$ cat config.mk
export PLATFORM = sky130hd
export DESIGN_NAME = key_evt_arb
export DESIGN_NICKNAME = d
export VERILOG_FILES = /design/src/rtl/key_evt_pkg.sv /design/src/rtl/key_evt_chan.sv /design/src/rtl/key_evt_arb.sv
export SDC_FILE = /design/constraint.sdc
export NUM_CORES = 1
export LEC_CHECK = 0
export CAP_MARGIN = 20
export CORE_MARGIN = 4
export CORE_UTILIZATION = 45
export DETAILED_ROUTE_END_ITERATION = 7
export SLEW_MARGIN = 15
export SYNTH_ARGS = -nofsm -noshare
export SYNTH_HDL_FRONTEND = slang
export SYNTH_SLANG_ARGS = --single-unit
$ cat constraint.sdc
create_clock -name clk -period 8.23 [get_ports clk]
set_clock_uncertainty 0.05 [all_clocks]
set_input_delay 0.823 -clock clk [delete_from_list [all_inputs] [get_ports clk]]
set_output_delay 0.823 -clock clk [all_outputs]
set_load 0.005 [all_outputs]
$ cat src/rtl/key_evt_pkg.sv
// Shared constants and helpers for the key-event controller.
// The event type codes are the encodings seen on evt_type.
package key_evt_pkg;

  localparam logic [1:0] EVT_NONE    = 2'b00;
  localparam logic [1:0] EVT_PRESS   = 2'b01;
  localparam logic [1:0] EVT_RELEASE = 2'b10;
  localparam logic [1:0] EVT_LONG    = 2'b11;

  // Key-index width; never narrower than one bit.
  function automatic int id_width(input int n);
    if (n <= 2) begin
      return 1;
    end else begin
      return $clog2(n);
    end
  endfunction

endpackage

$ cat src/rtl/key_evt_chan.sv
// One key channel: edge detection, long-press timing and the three pending
// flags, with overflow reporting when an event finds its flag already set.
module key_evt_chan
  import key_evt_pkg::*;
#(
  parameter logic IDLE_LVL = 1'b1,
  parameter int   LP_WID   = 16
) (
  input  logic              clk,
  input  logic              rst_n,
  input  logic              key_lvl,
  input  logic [LP_WID-1:0] cfg_lp_cnt,
  input  logic              grant,
  output logic              pend,
  output logic [1:0]        sel_type,
  output logic              ovf_set
);

  logic              lvl_q, lvl_d;
  logic [LP_WID-1:0] cnt_q, cnt_d;
  logic              long_done_q, long_done_d;
  logic              pend_press_q, pend_press_d;
  logic              pend_long_q, pend_long_d;
  logic              pend_rel_q, pend_rel_d;

  logic pressed, press_edge, rel_edge, long_evt;
  logic gnt_press, gnt_long, gnt_rel;

  // Next-state logic for edges, long-press counter and pending flags.
  always_comb begin
    pressed    = (key_lvl != IDLE_LVL);
    press_edge = (lvl_q == IDLE_LVL) && pressed;
    rel_edge   = (lvl_q != IDLE_LVL) && !pressed;
    lvl_d      = key_lvl;

    // long_done keeps LONG to one per press even if the counter saturates at the threshold
    long_evt = pressed && !press_edge && !long_done_q &&
               (cfg_lp_cnt != {LP_WID{1'b0}}) && (cnt_q == cfg_lp_cnt);

    if (!pressed || press_edge) begin
      cnt_d       = {LP_WID{1'b0}};
      long_done_d = 1'b0;
    end else begin
      cnt_d       = (cnt_q == {LP_WID{1'b1}}) ? cnt_q : cnt_q + {{(LP_WID-1){1'b0}}, 1'b1};
      long_done_d = long_done_q | long_evt;
    end

    pend = pend_press_q | pend_long_q | pend_rel_q;
    if (pend_press_q) begin
      sel_type = EVT_PRESS;
    end else if (pend_long_q) begin
      sel_type = EVT_LONG;
    end else if (pend_rel_q) begin
      sel_type = EVT_RELEASE;
    end else begin
      sel_type = EVT_NONE;
    end

    gnt_press = grant && (sel_type == EVT_PRESS);
    gnt_long  = grant && (sel_type == EVT_LONG);
    gnt_rel   = grant && (sel_type == EVT_RELEASE);

    pend_press_d = press_edge ? 1'b1 : (gnt_press ? 1'b0 : pend_press_q);
    pend_long_d  = long_evt   ? 1'b1 : (gnt_long  ? 1'b0 : pend_long_q);
    pend_rel_d   = rel_edge   ? 1'b1 : (gnt_rel   ? 1'b0 : pend_rel_q);

    ovf_set = (press_edge && pend_press_q && !gnt_press) ||
              (long_evt   && pend_long_q  && !gnt_long)  ||
              (rel_edge   && pend_rel_q   && !gnt_rel);
  end

  // Channel state registers.
  always_ff @(posedge clk or negedge rst_n) begin
    if (!rst_n) begin
      lvl_q        <= IDLE_LVL;
      cnt_q        <= {LP_WID{1'b0}};
      long_done_q  <= 1'b0;
      pend_press_q <= 1'b0;
      pend_long_q  <= 1'b0;
      pend_rel_q   <= 1'b0;
    end else begin
      lvl_q        <= lvl_d;
      cnt_q        <= cnt_d;
      long_done_q  <= long_done_d;
      pend_press_q <= pend_press_d;
      pend_long_q  <= pend_long_d;
      pend_rel_q   <= pend_rel_d;
    end
  end

endmodule

$ cat src/rtl/key_evt_arb.sv
// Key-event controller top: per-key channels, round-robin arbitration into a
// single valid/ready event register, and per-key sticky overflow flags.
module key_evt_arb
  import key_evt_pkg::*;
#(
  parameter int   NUM_KEYS = 4,
  parameter logic IDLE_LVL = 1'b1,
  parameter int   LP_WID   = 16,
  parameter int   ID_WID   = id_width(NUM_KEYS)
) (
  input  logic                clk,
  input  logic                rst_n,
  input  logic [NUM_KEYS-1:0] key_lvl,
  input  logic [LP_WID-1:0]   cfg_lp_cnt,
  output logic                evt_valid,
  input  logic                evt_ready,
  output logic [ID_WID-1:0]   evt_id,
  output logic [1:0]          evt_type,
  output logic [NUM_KEYS-1:0] ovf_sticky,
  input  logic [NUM_KEYS-1:0] ovf_clr
);

  logic [NUM_KEYS-1:0]      pend, grant, ovf_set;
  logic [NUM_KEYS-1:0][1:0] sel_type;

  for (genvar g = 0; g < NUM_KEYS; g++) begin : g_chan
    key_evt_chan #(
      .IDLE_LVL (IDLE_LVL),
      .LP_WID   (LP_WID)
    ) u_chan (
      .clk        (clk),
      .rst_n      (rst_n),
      .key_lvl    (key_lvl[g]),
      .cfg_lp_cnt (cfg_lp_cnt),
      .grant      (grant[g]),
      .pend       (pend[g]),
      .sel_type   (sel_type[g]),
      .ovf_set    (ovf_set[g])
    );
  end

  logic                evt_valid_q, evt_valid_d;
  logic [ID_WID-1:0]   evt_id_q, evt_id_d;
  logic [1:0]          evt_type_q, evt_type_d;
  logic [ID_WID-1:0]   rr_ptr_q, rr_ptr_d;
  logic [NUM_KEYS-1:0] ovf_q, ovf_d;

  logic [2*NUM_KEYS-1:0] pend_dbl;
  logic [NUM_KEYS-1:0]   pend_rot;
  logic [ID_WID-1:0]     off, gnt_idx;
  logic [ID_WID:0]       sum;
  logic                  load;

  // Round-robin pick: rotate so rr_ptr sits at bit 0, take the lowest set bit.
  always_comb begin
    pend_dbl = {pend, pend};
    pend_rot = NUM_KEYS'(pend_dbl >> rr_ptr_q);
    off      = {ID_WID{1'b0}};
    for (int i = NUM_KEYS - 1; i >= 0; i--) begin
      if (pend_rot[i]) begin
        off = ID_WID'(i);
      end else begin
        off = off;
      end
    end
    sum = {1'b0, rr_ptr_q} + {1'b0, off};
    if (sum >= (ID_WID+1)'(NUM_KEYS)) begin
      gnt_idx = ID_WID'(sum - (ID_WID+1)'(NUM_KEYS));
    end else begin
      gnt_idx = sum[ID_WID-1:0];
    end
    load  = (!evt_valid_q || evt_ready) && (|pend);
    grant = {NUM_KEYS{1'b0}};
    for (int k = 0; k < NUM_KEYS; k++) begin
      grant[k] = load && (gnt_idx == ID_WID'(k));
    end
  end

  // Output register, pointer advance and overflow flags.
  always_comb begin
    evt_valid_d = evt_valid_q;
    evt_id_d    = evt_id_q;
    evt_type_d  = evt_type_q;
    rr_ptr_d    = rr_ptr_q;
    if (load) begin
      evt_valid_d = 1'b1;
      evt_id_d    = gnt_idx;
      evt_type_d  = sel_type[gnt_idx];
      rr_ptr_d    = (gnt_idx == ID_WID'(NUM_KEYS - 1)) ? {ID_WID{1'b0}}
                                                       : gnt_idx + {{(ID_WID-1){1'b0}}, 1'b1};
    end else if (evt_ready) begin
      evt_valid_d = 1'b0;
    end else begin
      evt_valid_d = evt_valid_q;
    end
    // a new overflow beats a simultaneous clear
    ovf_d = (ovf_q & ~ovf_clr) | ovf_set;
  end

  // Top-level state registers.
  always_ff @(posedge clk or negedge rst_n) begin
    if (!rst_n) begin
      evt_valid_q <= 1'b0;
      evt_id_q    <= {ID_WID{1'b0}};
      evt_type_q  <= EVT_NONE;
      rr_ptr_q    <= {ID_WID{1'b0}};
      ovf_q       <= {NUM_KEYS{1'b0}};
    end else begin
      evt_valid_q <= evt_valid_d;
      evt_id_q    <= evt_id_d;
      evt_type_q  <= evt_type_d;
      rr_ptr_q    <= rr_ptr_d;
      ovf_q       <= ovf_d;
    end
  end

  assign evt_valid  = evt_valid_q;
  assign evt_id     = evt_id_q;
  assign evt_type   = evt_type_q;
  assign ovf_sticky = ovf_q;

endmodule

-- After elaboration in Yosys (flattened, before gate mapping)
Cells that the tools add are included.
W data, S select, Z words.
- register bits: 95
- bits in latches: 0
- RAM bits: 0
- ROM bits: 0
- input bits: 27
- output and inout bits: 9
- logic and storage cells: 262
- memories: 0
- add/subtract/negate cells: 7
- $mul: 0
- divide/modulo/power cells: 0
- $lt $le $gt $ge: 2
- equal/unequal tests: 27
- shifts and indexed selects: 1
- mux-type cells: 58
- bitwise gates (word level): 23
- reduce and logical (&&, ||, !) cells: 115
- operator list (cell ; count):
    $mux W16 ; 8
    $logic_and A1 B1 Y1 ; 65
    $add A16 B1 Y16 const B ; 4
    $eq A16 B16 Y1 ; 4
    $eq A16 B16 Y1 const B ; 4
    $mux W2 ; 19
    $mux W1 ; 30
    $reduce_bool A2 Y1 ; 13
    $logic_not A1 Y1 ; 21
    $eq A2 B2 Y1 const B ; 10
    $reduce_bool A16 Y1 ; 1
    $logic_or A1 B1 Y1 ; 13
    $or A1 B1 Y1 ; 12
    $eq A2 B1 Y1 const B ; 5
    $ne A2 B1 Y1 const B ; 4
    $not A1 Y1 ; 8
    $shr A8 B2 Y4 ; 1
    $and A4 B4 Y4 ; 1
    $bmux W2 S2 ; 1
    $not A4 Y4 ; 1
    $or A4 B4 Y4 ; 1
    $reduce_or A4 Y1 ; 1
    $add A2 B2 Y3 ; 1
    $ge A3 B3 Y1 const B ; 1
    4 further kinds ; 4

-- Logic depth before layout (Yosys ltp)
Gate-level depths: netlist of run 1.
- word-level depth: 18
- depth in mapped cells: 14
- gate-level depth less buffers: 14

-- Cells and area by module
Synthesis of run 1 repeated with hierarchy kept, for this count alone.
- cell total of the unflattened synthesis: 716
- area, all modules: 6468.7 µm²
- by module, submodules not included (module ; times used ; cells an instance ; area an instance (µm²) ; sequential area each (µm²)):
    key_evt_chan at g_chan[1].u_chan ... ; 3 ; 159 ; 1406.3 ; 526.8
    key_evt_chan at g_chan[0].u_chan ; 1 ; 153 ; 1408.9 ; 526.8
    key_evt_arb ; 1 ; 86 ; 840.8 ; 275.3

-- Least setup slack after synthesis of run 1
Ideal clock, no wire load.
- kind: reg2reg
- start: register g_chan[1].u_chan.pend_press_q
- end: register ovf_q[3] (netlist: ovf_sticky[3])
- setup time: 0.131 ns
- data arrival time: 2.869 ns
- data required time: 8.049 ns
- setup slack: 5.181 ns
- stages on the path, launching flop included: 13
- buffers on the path: 0
- period minus slack after synthesis: 3.049 ns
- cell sequence: dfrtp_1 > or3_4 > a311oi_1 > o211ai_1 > ha_1 > xnor2_1 > xnor2_4 > inv_4 > ha_1 > nand2_1 > o31ai_1 > o221a_2 > o21ai_0
- word-level cells in the longest chain between the ends: 18
- elaborated cells between the ends (all ways): 27
- those cells by class: 2 x add/sub; 1 x order compare; 1 x eq/ne; 1 x shift; 5 x mux; 3 x bitwise; 14 x reduce/logical
- ends and longest elaborated chain (item ; RTL line ; RTL):
    start: declaration ; key_evt_chan.sv:22 ; logic pend_press_q, pend_press_d;
    start signal: assignment ; key_evt_chan.sv:85 ; pend_press_q <= pend_press_d;
    $or A1 B1 Y1 * (2 in a row) ; key_evt_chan.sv:48 ; pend = pend_press_q | pend_long_q | pend_rel_q;
    $shr A8 B2 Y4 ; key_evt_arb.sv:57 ; pend_rot = NUM_KEYS'(pend_dbl >> rr_ptr_q);
    $mux W2 (4 in a row) ; key_evt_arb.sv:60 ; if (pend_rot[i]) begin
    $add A2 B2 Y3 ; key_evt_arb.sv:66 ; sum = {1'b0, rr_ptr_q} + {1'b0, off};
    $ge A3 B3 Y1 / $sub A2 B1 Y2 (equally long branches) ; key_evt_arb.sv:67, key_evt_arb.sv:68 ;
    $mux W2 ; key_evt_arb.sv:67 ; if (sum >= (ID_WID+1)'(NUM_KEYS)) begin
    $eq A2 B2 Y1 ; key_evt_arb.sv:75 ; grant[k] = load && (gnt_idx == ID_WID'(k));
    $logic_and A1 B1 Y1 * ; key_evt_arb.sv:75 ;
    $logic_and A1 B1 Y1, on equally long branches ; key_evt_chan.sv:59, key_evt_chan.sv:60 ;
    $logic_not A1 Y1, on equally long branches ; key_evt_chan.sv:67, key_evt_chan.sv:68 ;
    $logic_and A1 B1 Y1, on equally long branches ; key_evt_chan.sv:67, key_evt_chan.sv:68 ;
    $logic_or A1 B1 Y1 ; key_evt_chan.sv:67 ; ovf_set = (press_edge && pend_press_q && !gnt_press) ||
    $logic_or A1 B1 Y1 * ; key_evt_chan.sv:68 ; (long_evt && pend_long_q && !gnt_long) ||
    $or A4 B4 Y4 * ; key_evt_arb.sv:97 ; ovf_d = (ovf_q & ~ovf_clr) | ovf_set;
    net ovf_d[3] ; key_evt_arb.sv:46 ; logic [NUM_KEYS-1:0] ovf_q, ovf_d;
    end signal: assignment ; key_evt_arb.sv:107 ; ovf_q <= {NUM_KEYS{1'b0}};
    end signal: assignment ; key_evt_arb.sv:113 ; ovf_q <= ovf_d;
    end: declaration ; key_evt_arb.sv:46 ;
Mark *: on every way through the listed nets, which the timed path passes. The rest lies on a longest branch.
A chain may end at the register's enable or synchronous reset.

-- Final worst setup path of run 1
- start: register g_chan[2].u_chan.pend_press_q
- end: register ovf_q[3] (netlist: ovf_sticky[3])
- word-level cells in the longest chain between the ends: 18
- elaborated cells between the ends (all ways): 27
- those cells by class: 2 x add/sub; 1 x order compare; 1 x eq/ne; 1 x shift; 5 x mux; 3 x bitwise; 14 x reduce/logical
- ends and longest elaborated chain (item ; RTL line):
    start: declaration ; key_evt_chan.sv:22
    start signal: assignment ; key_evt_chan.sv:85
    $or A1 B1 Y1 * (2 in a row) ; key_evt_chan.sv:48
    $shr A8 B2 Y4 ; key_evt_arb.sv:57
    $mux W2 (4 in a row) ; key_evt_arb.sv:60
    $add A2 B2 Y3 ; key_evt_arb.sv:66
    $ge A3 B3 Y1 / $sub A2 B1 Y2 (equally long branches) ; key_evt_arb.sv:67, key_evt_arb.sv:68
    $mux W2 ; key_evt_arb.sv:67
    $eq A2 B2 Y1 ; key_evt_arb.sv:75
    $logic_and A1 B1 Y1 * ; key_evt_arb.sv:75
    $logic_and A1 B1 Y1, on equally long branches ; key_evt_chan.sv:59, key_evt_chan.sv:60
    $logic_not A1 Y1, on equally long branches ; key_evt_chan.sv:67, key_evt_chan.sv:68
    $logic_and A1 B1 Y1, on equally long branches ; key_evt_chan.sv:67, key_evt_chan.sv:68
    $logic_or A1 B1 Y1 ; key_evt_chan.sv:67
    $logic_or A1 B1 Y1 * ; key_evt_chan.sv:68
    $or A4 B4 Y4 * ; key_evt_arb.sv:97
    net ovf_d[3] ; key_evt_arb.sv:46
Marked as above.

==> results of run 1 <==
-- power groups by stage --
stage | clock network (mW) | logic (mW) | registers [mW]
after floorplan | 0 | 0.243 | 0.555
after global placement | 0 | 0.353 | 0.566
after detailed placement | 0 | 0.355 | 0.568
after CTS | 0.427 | 0.358 | 0.560
after global routing | 0.454 | 0.393 | 0.568
final | 0.419 | 0.359 | 0.562
-- cell usage in the layout (no fill, tap or decap), drive strengths merged, types with 13 or more instances in the layout --
master         synthesis  final
nor3                  19     19
dfrtp                 91     91
o21ai                 21     21
xor2                  82     82
inv                   23     23
xnor2                 27     27
nand2                 36     36
a21oi                 15     15
nor2                  75     75
nand3                 29     29
nand4                 25     25
clkbuf                28     13
nor4                  23     23
clkdlybuf4s50          0     34
-- registers in the layout, summed over array words and instances, names as in the netlist --
name	cells
evt_id	2
evt_type	2
evt_valid	1
g_chan.u_chan.cnt_q	64
g_chan.u_chan.long_done_q	4
g_chan.u_chan.lvl_q	4
g_chan.u_chan.pend_long_q	4
g_chan.u_chan.pend_press_q	4
g_chan.u_chan.pend_rel_q	4
ovf_sticky	4
rr_ptr_q	2
-- final timing paths --
check	endpoint	cells after the start
setup / recovery	ovf_sticky[3]	13
hold / removal	g_chan[1].u_chan.cnt_q[5]	1
setup reg to reg	ovf_sticky[3]	13
hold reg to reg	g_chan[0].u_chan.pend_press_q	2
max in group asynchronous	g_chan[0].u_chan.cnt_q[7]	2
min in group clk	g_chan[0].u_chan.pend_press_q	2
-- critical path: cells and delay by family (launching register included) --
kind / cells / cell delay (ns)
AO/OA/AOI/OAI: 5 / 1.06
XOR/XNOR: 2 / 0.67
adder cells (fa/ha/maj): 2 / 0.42
buffers and inverters: 1 / 0.16
flip-flops: 1 / 0.45
AND/OR/NAND/NOR: 3 / 0.62
-- per-stage QoR --
stage	worst slack, ns	power [mW]	hold WS [ns]	area [um2]
6_report	4.677	1.339	0.3184	6346
5_1_grt	4.378	1.415	0.3359	6346
4_1_cts	4.725	1.344	0.3273	6346
3_5_place_dp	4.742	0.9230	0.4578	6056
3_3_place_gp	4.908	0.9192	0.4543	6056
2_1_floorplan	5.181	0.7983	0.4398	5617
-- metal layers --
metal,wire [um],up-vias,part of all wire,global-route usage
met1,6982,2152,0.50,0.3009
met5,0,-,0,0
met3,466,22,0.033,0.02875
met2,6234,103,0.45,0.3104
li1,-,2131,-,-
met4,293,0,0.021,0.07802
-- cell type report --
cell class | instances | area (um2)
clock buffer | 13 | 260.3
multi-input combinational | 455 | 3019
sequential | 95 | 2382
tap | 168 | 210.2
inverter | 23 | 88.84
clock inverter | 1 | 30.03
fill | 1146 | 5766
timing repair buffer | 36 | 355.3
-- cells by family (layout without fill, tap and decap cells) --
kind of cell               after synthesis  in the layout
AOI/OAI and AO/OA                       77             77
xor gates and xnor gates               109            109
adders and majority gates                6              6
buffers and inverters                   56             73
DFF                                     95             95
muxes                                    5              5
and+or+nand+nor                        258            258
==> load_flow_metrics.sql, run 1 <==
INSERT INTO impl_metrics (metric_group, metric, value, unit) VALUES
('run_status', 'run_status', 'finished, final reports clean', ''),
('clock_network', 'numCtsBuffers', '9', ''),
('synth', 'yosysWarnings', '0', ''),
('placement', 'hpwl', '9809', 'um'),
('layout', 'antenna-diode-count', '0', ''),
('placement', 'gp_congestion', '0.8529', ''),
('synth', 'synth_top_family_by_area', 'simple AND/OR/NAND/NOR gates', ''),
('routing', 'drtIter0Drc', '357', ''),
('synth', 'post_synth_xor_area_fraction', '0.1733', ''),
('die', 'die_width', '119.7', 'um'),
('clock_network', 'cts-root-to-sink-buffers', '2', ''),
('routing', 'wl_per_cell', '17.67', 'um'),
('pwr', 'p_comb_frac', '0.268', ''),
('critical_path', 'cell_repeated_most_along_the_worst_path', 'sky130_fd_sc_hd__ha_1', ''),
('sta', 'maxSlewHeadroom', '0.3382', ''),
('routing', 'drc', '0', ''),
('global_routing', 'maximum_number_of_pins_on_one_net_before_global_route_repair', '72', ''),
('synth', 'synth.net_count', '639', ''),
('sta', 'tightestPinTransition', '0.9927', 'ns'),
('placement', 'placed_cells', '777', ''),
('critical_path', 'r2r_slack', '4.68', 'ns'),
('critical_path', 'critical-path-slowest-cell', 'sky130_fd_sc_hd__xnor2_1', ''),
('global_routing', 'grt_first_pass_wirelength', '23360', 'um'),
('critical_path', 'cpPeakStageDelay', '0.47', 'ns'),
('layout', 'post_route_cells_drive_above_1_share', '0.07223', ''),
('clock_network', 'setup_fix_bufs_post_cts', '0', ''),
('clock_network', 'clkSlewWorstSetupHoldPaths', '0.06', 'ns'),
('critical_path', 'critPathLaunch', 'g_chan[2].u_chan.pend_press_q', ''),
('clock_network', 'cts_tree', 'yes', ''),
('sta', 'fin_tns_setup', '0', 'ns'),
('pwr', 'power.net_switching', '0.4246', 'mW'),
('pwr', 'switching_share', '0.3172', ''),
('synth', 'yosys.area_share.simple', '0.2453', ''),
('die', 'num_io_pins', '36', ''),
('routing', 'detailedRoute.firstPassIterationCount', '4', ''),
('synth', 'yosysMostFrequentCell', 'sky130_fd_sc_hd__dfrtp_1', ''),
('layout', 'nNetsFinal', '653', ''),
('synth', 'synthesized_area_fraction_occupied_by_ao_oa_aoi_and_oai_cells', '0.09646', ''),
('die', 'initial_util', '0.4637', ''),
('critical_path', 'cp_max_fo', '9', ''),
('clock_network', 'number_of_levels_the_h_tree_was_split_into', '3', ''),
('sta', 'final_count_of_negative_setup_slack_endpoints', '0', ''),
('synth', 'netlist_top_cells_count', '91 x sky130_fd_sc_hd__dfrtp_1, 82 x sky130_fd_sc_hd__xor2_1, 74 x sky130_fd_sc_hd__nor2_1, 35 x sky130_fd_sc_hd__nand2_1, 29 x sky130_fd_sc_hd__nand3_1', ''),
('sta', 'max_slew_violations', '0', ''),
('die', 'die_h', '119.7', 'um'),
('sta', 'rsz_0062_raised_after_global_routing', 'false', ''),
('critical_path', 'endpoint_kind', 'flop', ''),
('critical_path', 'critical_path_required', '8.40', 'ns'),
('hold_path', 'hold_path.class', 'in -> async', ''),
('critical_path', 'worst_ep_arrival_time', '3.72', 'ns'),
('clock_network', 'hold_bufs_at_cts', '0', ''),
('placement', 'placement.io_buffers', '35', ''),
('sta', 'timing.final.crit_share', '0.4317', ''),
('sta', 'hold_violation_total_from_the_final_report', '0', ''),
('pwr', 'power.clock.fraction', '0.313', ''),
('clock_network', 'clkSinkCount', '95', ''),
('pwr', 'cellLeakagePower', '2.682', 'nW'),
('routing', 'number_of_antenna_violating_nets_in_the_routed_design', '0', ''),
('synth', 'synthesis.area', '0.005617', 'mm2'),
('routing', 'route.vias.total', '4408', ''),
('synth', 'syn_avg_cell_area', '9.268', 'um2'),
('layout', 'postLayoutCoreUtil', '0.5240', ''),
('global_routing', 'grtUsageTotal', '0.2059', ''),
('clock_network', 'clk-insertion-delay-late', '0.34', 'ns'),
('synth', 'synth_largest_type_area_fraction', '0.4054', ''),
('routing', 'postRouteWirelength', '13980', 'um'),
('die', 'std_cell_rows', '40', ''),
('synth', 'flip_flop_and_latch_count_after_synthesis', '95', ''),
('synth', 'synth.distinct_cells', '62', ''),
('pwr', 'reg_power_frac', '0.419', ''),
('synth', 'synth_seq_area_share', '0.4241', '');
Power figures use the tool's default switching activity.
==> run 2, diff against run 1 <==
==> constraint.sdc (replaced) <==
create_clock -name clk -period 3.6 [get_ports clk]
set_clock_uncertainty 0.05 [all_clocks]
set_input_delay 0.36 -clock clk [delete_from_list [all_inputs] [get_ports clk]]
set_output_delay 0.36 -clock clk [all_outputs]
set_load 0.005 [all_outputs]
==> load_flow_metrics.sql, run 2 (same netlist as run 1, synthesis figures left out) <==
INSERT INTO impl_metrics (metric_group, metric, value, unit) VALUES
('layout', 'syn_to_final_growth', '13.70', '%'),
('die', 'std_cell_rows', '40', ''),
('clock_network', 'clkSinkCount', '95', ''),
('critical_path', 'startpoint_class', 'flop', ''),
('die', 'num_io_pins', '36', ''),
('clock_network', 'cts_root_buf', 'sky130_fd_sc_hd__clkbuf_16', ''),
('layout', 'number_of_flip_flops_in_the_largest_register', '64', ''),
('clock_network', 'cts_tree', 'yes', ''),
('pwr', 'cellLeakagePower', '2.704', 'nW'),
('clock_network', 'clk-insertion-delay-late', '0.34', 'ns'),
('routing', 'met2WireLength', '6542', 'um'),
('die', 'core_box_area', '0.01211', 'mm2'),
('critical_path', 'cp_max_fo', '9', ''),
('placement', 'hpwl', '10130', 'um'),
('critical_path', 'worst_ep_arrival_time', '3.46', 'ns'),
('global_routing', 'grtUsageTotal', '0.2061', ''),
('global_routing', 'maximum_number_of_pins_on_one_net_before_global_route_repair', '75', ''),
('sta', 'maxSlewHeadroom', '0.4249', ''),
('layout', 'layout_commonest_cell', 'sky130_fd_sc_hd__dfrtp_1', ''),
('layout', 'nNetsFinal', '657', ''),
('routing', 'number_of_antenna_violating_nets_in_the_routed_design', '0', ''),
('layout', 'instances_no_fill', '797', ''),
('sta', 'rsz_0062_raised_after_global_routing', 'false', ''),
('sta', 'timing.final.crit_share', '0.9159', ''),
('critical_path', 'critical_path_required', '3.76', 'ns'),
('sta', 'hold_violation_total_from_the_final_report', '0', ''),
('hold_path', 'hold_path.class', 'in -> reg', ''),
('critical_path', 'endpoint_kind', 'flop', ''),
('layout', 'antenna-diode-count', '0', ''),
('layout', 'fillers', '1164', ''),
('flow_run', 'drv_cap', '0', ''),
('die', 'die_width', '119.7', 'um'),
('global_routing', 'grt_antenna_before_repair', '0', ''),
('clock_network', 'numCtsBuffers', '9', ''),
('routing', 'route.top_layer_used', 'met4', ''),
('routing', 'detailedRoute.firstPassIterationCount', '4', ''),
('clock_network', 'cts-root-to-sink-buffers', '2', ''),
('critical_path', 'critical_path_class', 'reg -> reg', ''),
('pwr', 'vdd_ir_drop_max', '0.1792', 'mV'),
('clock_network', 'clkSlewWorstSetupHoldPaths', '0.06', 'ns'),
('placement', 'place_area', '0.006071', 'mm2'),
('sta', 'min_period', '3.297', 'ns'),
('routing', 'postRouteWirelength', '13960', 'um'),
('routing', 'route.vias.total', '4441', ''),
('layout', 'post_route_cell_area', '0.006386', 'mm2'),
('sta', 'final_critical_path_setup_slack', '0.3028', 'ns'),
('critical_path', 'cell_repeated_most_along_the_worst_path', 'sky130_fd_sc_hd__ha_1', ''),
('sta', 'tightestPinTransition', '0.8561', 'ns'),
('critical_path', 'cpPeakStageDelay', '0.46', 'ns'),
('layout', 'largest_register', 'g_chan.u_chan.cnt_q', ''),
('placement', 'place_worst_setup_slack', '0.1755', 'ns'),
('global_routing', 'grt_pass1_vias', '4487', ''),
('routing', 'route.met3.wl', '759', 'um'),
('routing', 'drtIter0Drc', '306', ''),
('die', 'floorplan.die_area', '0.01433', 'mm2'),
('die', 'initial_util', '0.4637', ''),
('layout', 'commonest_non_fill_non_tap_cells_in_the_layout', '91 x sky130_fd_sc_hd__dfrtp_1, 82 x sky130_fd_sc_hd__xor2_1, 74 x sky130_fd_sc_hd__nor2_1, 35 x sky130_fd_sc_hd__nand2_1, 34 x sky130_fd_sc_hd__clkdlybuf4s50_1', ''),
('pwr', 'p_per_area', '471.8', 'mW/mm2'),
('sta', 'final_count_of_negative_setup_slack_endpoints', '0', ''),
('placement', 'placement.io_buffers', '35', ''),
('global_routing', 'grt_first_pass_wirelength', '23480', 'um'),
('die', 'die_h', '119.7', 'um'),
('sta', 'max_freq', '0.3033', 'GHz'),
('layout', 'post_route_cells_drive_above_1_share', '0.08108', ''),
('critical_path', 'critical-path-slowest-cell', 'sky130_fd_sc_hd__dfrtp_1', ''),
('global_routing', 'overflow', '0', ''),
('critical_path', 'timing.critical_path.max_delay_family', 'compound AO/OA/AOI/OAI gates', ''),
('routing', 'wirelength_met1', '6449', 'um'),
('routing', 'wl_per_cell', '17.52', 'um'),
('sta', 'hold_slack', '0.4458', 'ns'),
('placement', 'placed_cells', '779', ''),
('sta', 'fin_tns_setup', '0', 'ns'),
('routing', 'drc', '0', ''),
('run_status', 'run_status', 'finished, final reports clean', ''),
('sta', 'max_slew_violations', '0', ''),
('routing', 'vias_per_cell', '5.572', ''),
('critical_path', 'worst-path-buf-inv', '1', ''),
('critical_path', 'timing.critical_path.cells', 'nor3_2, nor3_1, a311oi_1, o211ai_1, ha_1, xnor2_2, xnor2_4, inv_4, ha_1, nand2_1, o31ai_1, o221a_2, o21ai_0', ''),
('placement', 'gp_congestion', '0.9494', ''),
('clock_network', 'number_of_levels_the_h_tree_was_split_into', '3', '');
[run 2: cell count changes in the layout (fill, tap and decap cells not counted), sizes merged]
| cell | before | now |
|---|---|---|
| buf | 2 | 5 |
| bufinv | 1 | 0 |
| clkinv | 0 | 2 |
| clkinvlp | 0 | 1 |
| dlygate4sd3 | 0 | 1 |
[run 2: metal layers]
metal  GRT usage  vias to the layer above
met1      0.2881                     2165
li1            -                     2144
met5           0                        -
met4     0.06872                        0
met2      0.3277                      117
met3     0.03299                       15
[run 2: where the power goes]
| group | leakage [nW] | internal (mW) | switching (mW) |
|---|---|---|---|
| Combinational | 1.32 | 0.365 | 0.467 |
| Clock | 0.136 | 0.504 | 0.394 |
| Sequential | 1.25 | 1.17 | 0.118 |
| Total | 2.70 | 2.03 | 0.979 |
[run 2: cell type report]
class,instances,area [um2],share of cell area
clock buffer,13,260.3,0.04075
clock inverter,3,17.52,0.002743
tap,168,210.2,0.03292
multi-input combinational,455,3027,0.4739
sequential,95,2382,0.3730
timing repair buffer,40,400.4,0.06270
inverter,23,88.84,0.01391
[run 2: worst paths after layout]
path / start / end / slack [ns] / cells after the start
worst min register to register: g_chan[1].u_chan.long_done_q / g_chan[1].u_chan.long_done_q / 0.47 / 2
max in group asynchronous: rst_n / g_chan[2].u_chan.lvl_q / 2.14 / 4
worst min-delay path: key_lvl[3] / g_chan[3].u_chan.lvl_q / 0.45 / 1
worst max register to register: g_chan[2].u_chan.pend_press_q / ovf_sticky[3] / 0.30 / 13
worst max-delay path: g_chan[2].u_chan.pend_press_q / ovf_sticky[3] / 0.30 / 13
min in group asynchronous: rst_n / g_chan[1].u_chan.cnt_q[13] / 0.47 / 2
[run 2: through the flow]
| stage | power [mW] | utilization |
|---|---|---|
| global route | 3.186 | 0.5273 |
| floorplan | 1.825 | - |
| global placement | 2.107 | 0.5012 |
| finish | 3.013 | 0.5273 |
| CTS | 3.031 | 0.5242 |
| detailed placement | 2.116 | 0.5012 |
[run 2: timing repair]
item | CTS | global route
hold buffers | 0 | 1
buffers inserted | 0 | 0
endpoints found under the hold margin | 0 | 34
endpoints found under the setup margin | 0 | 1
gates resized for setup | 0 | 1
==> patch: new RTL, config.mk and constraints of run 2 <==
Set the parameter `NUM_KEYS` to 6 (it was 4).
--- a/src/rtl/key_evt_arb.sv
+++ b/src/rtl/key_evt_arb.sv
@@ -4,5 +4,5 @@
   import key_evt_pkg::*;
 #(
-  parameter int   NUM_KEYS = 4,
+  parameter int   NUM_KEYS = 6,
   parameter logic IDLE_LVL = 1'b1,
   parameter int   LP_WID   = 16,
Interface: changed (resized evt_id, key_lvl, ovf_clr and ovf_sticky); port bits go from 36 to 43. The function was not compared with the original's and may differ.
==> patch against run 2 <==
- largest power group is now the clock network
- critical path depth fell by 1
- sequential share of layout area fell by 4.0 points
- total power up 93%
- routed wire length rose by 66%
- final area is 67% higher
- sequential cell count grew 46
- cell count grew 59%
- sequential power rose by 44%
- setup slack worse by 0.21 ns
- highest routed layer unchanged
- first-iteration DRC count is 56% higher
- area after synthesis grew 53%
- maximum frequency down 6.0%
- count of clock-buffer cells in the layout rose by 5
==> patch: results (changes against run 2) <==
The arrival time of data at the critical path endpoint is 3.77 ns (+0.31 ns), and the internal power contribution is 3.99 mW (+96%). The number of cells traversed by the worst register-to-register path is 12 (-1), and the post-cts repair resize count is 14 (+14). The maximum fanout along the worst path was 11 (+2); the routing usage on met3 was 4.13% (+0.83 points). The run gives 0.43 ns (+0.09 ns) as the clock latency at the later pin of the worst-skew pair.

The number of buffers added by the clock tree synthesis step was 17 (+8); the tightest hold margin was 0.359 ns (-0.0864 ns). The buffer count excluding the clock tree in the final layout was 111 (+180%). The relative slew slack was 50.0% (+7.5 points).

The tools report the sum of met2 wire segment lengths after detailed routing as 10.8 mm (+66%). In this run the critical register-to-register path is captured at ovf_sticky[1]. The count of hold buffers inserted by post-cts repair was 1 (+1); the final-layout clock buffer total was 18 (+5).

The standard cell area after detailed placement was 9540 um^2 (+57%); the pin count of the biggest net entering global routing was 78 (+4.0%). The flow ran to the end, and the final reports show no timing, DRC or antenna violations. The met2 global-route usage was 34.2% (+1.5 points); the number of global-route vias before repair was 6861 (+53%). The stage delay of the slowest cell on the critical path was 0.48 ns (+0.02 ns); the final standard cell area without fillers was 10600 um^2 (+67%). The flip-flop count of the largest register, all copies and words added is 96 (+50%), and the mean cell area of the mapped netlist is 9.13 um^2 (-1.5%). The slowest cell on the critical path was or4b_4. The number of detailed-route iterations in the first pass is 5 (+1), and the final net count is 1066 (+62%). For the count of flip-flops and latches, the log shows 141 (+48%). After synthesis, the most frequently instantiated cells are 135 x dfrtp_1, 117 x nor2_1, 106 x xor2_1. The sequential area share after synthesis is 41.2% (-1.2 points), and the sequential cell area in the final layout is 3540 um^2 (+49%).

The buffer share of cell area was 8.96% (+2.7 points). The tools report the final non-filler cell total as 1271 (+59%). The share of cell area taken by multi-input logic gates was 47.6% (+0.25 points); the count of distinct cell types in the synthesized netlist was 73 (+18%).
-- patch: cell types whose count changed in the layout (fill, tap and decap cells not counted), sizes merged, moves of 8 or more --
cell / run 2 / this run
a21oi: 15 / 23
buf: 5 / 69
bufinv: 0 / 8
dfrtp: 91 / 135
mux2i: 4 / 13
nand2: 36 / 70
nand2b: 4 / 20
nand3: 29 / 51
nor2: 75 / 117
nor3: 19 / 31
nor4: 23 / 31
o21ai: 21 / 45
xnor2: 27 / 58
xor2: 82 / 106
-- patch: metrics by stage --
stage	total power, mW	setup TNS, ns
5_1_grt	6.08	-0.289
4_1_cts	5.52	0
6_report	5.81	0
2_1_floorplan	2.66	0
3_3_place_gp	3.31	-0.00502
3_5_place_dp	3.31	-0.490
-- patch: power groups by stage --
stage          sequential, mW  combinational, mW  clock [mW]
6_report                 1.84               1.81        2.16
5_1_grt                  1.86               1.95        2.27
4_1_cts                  1.82               1.51        2.19
3_5_place_dp             1.84               1.47           0
3_3_place_gp             1.84               1.47           0
2_1_floorplan            1.83              0.830           0
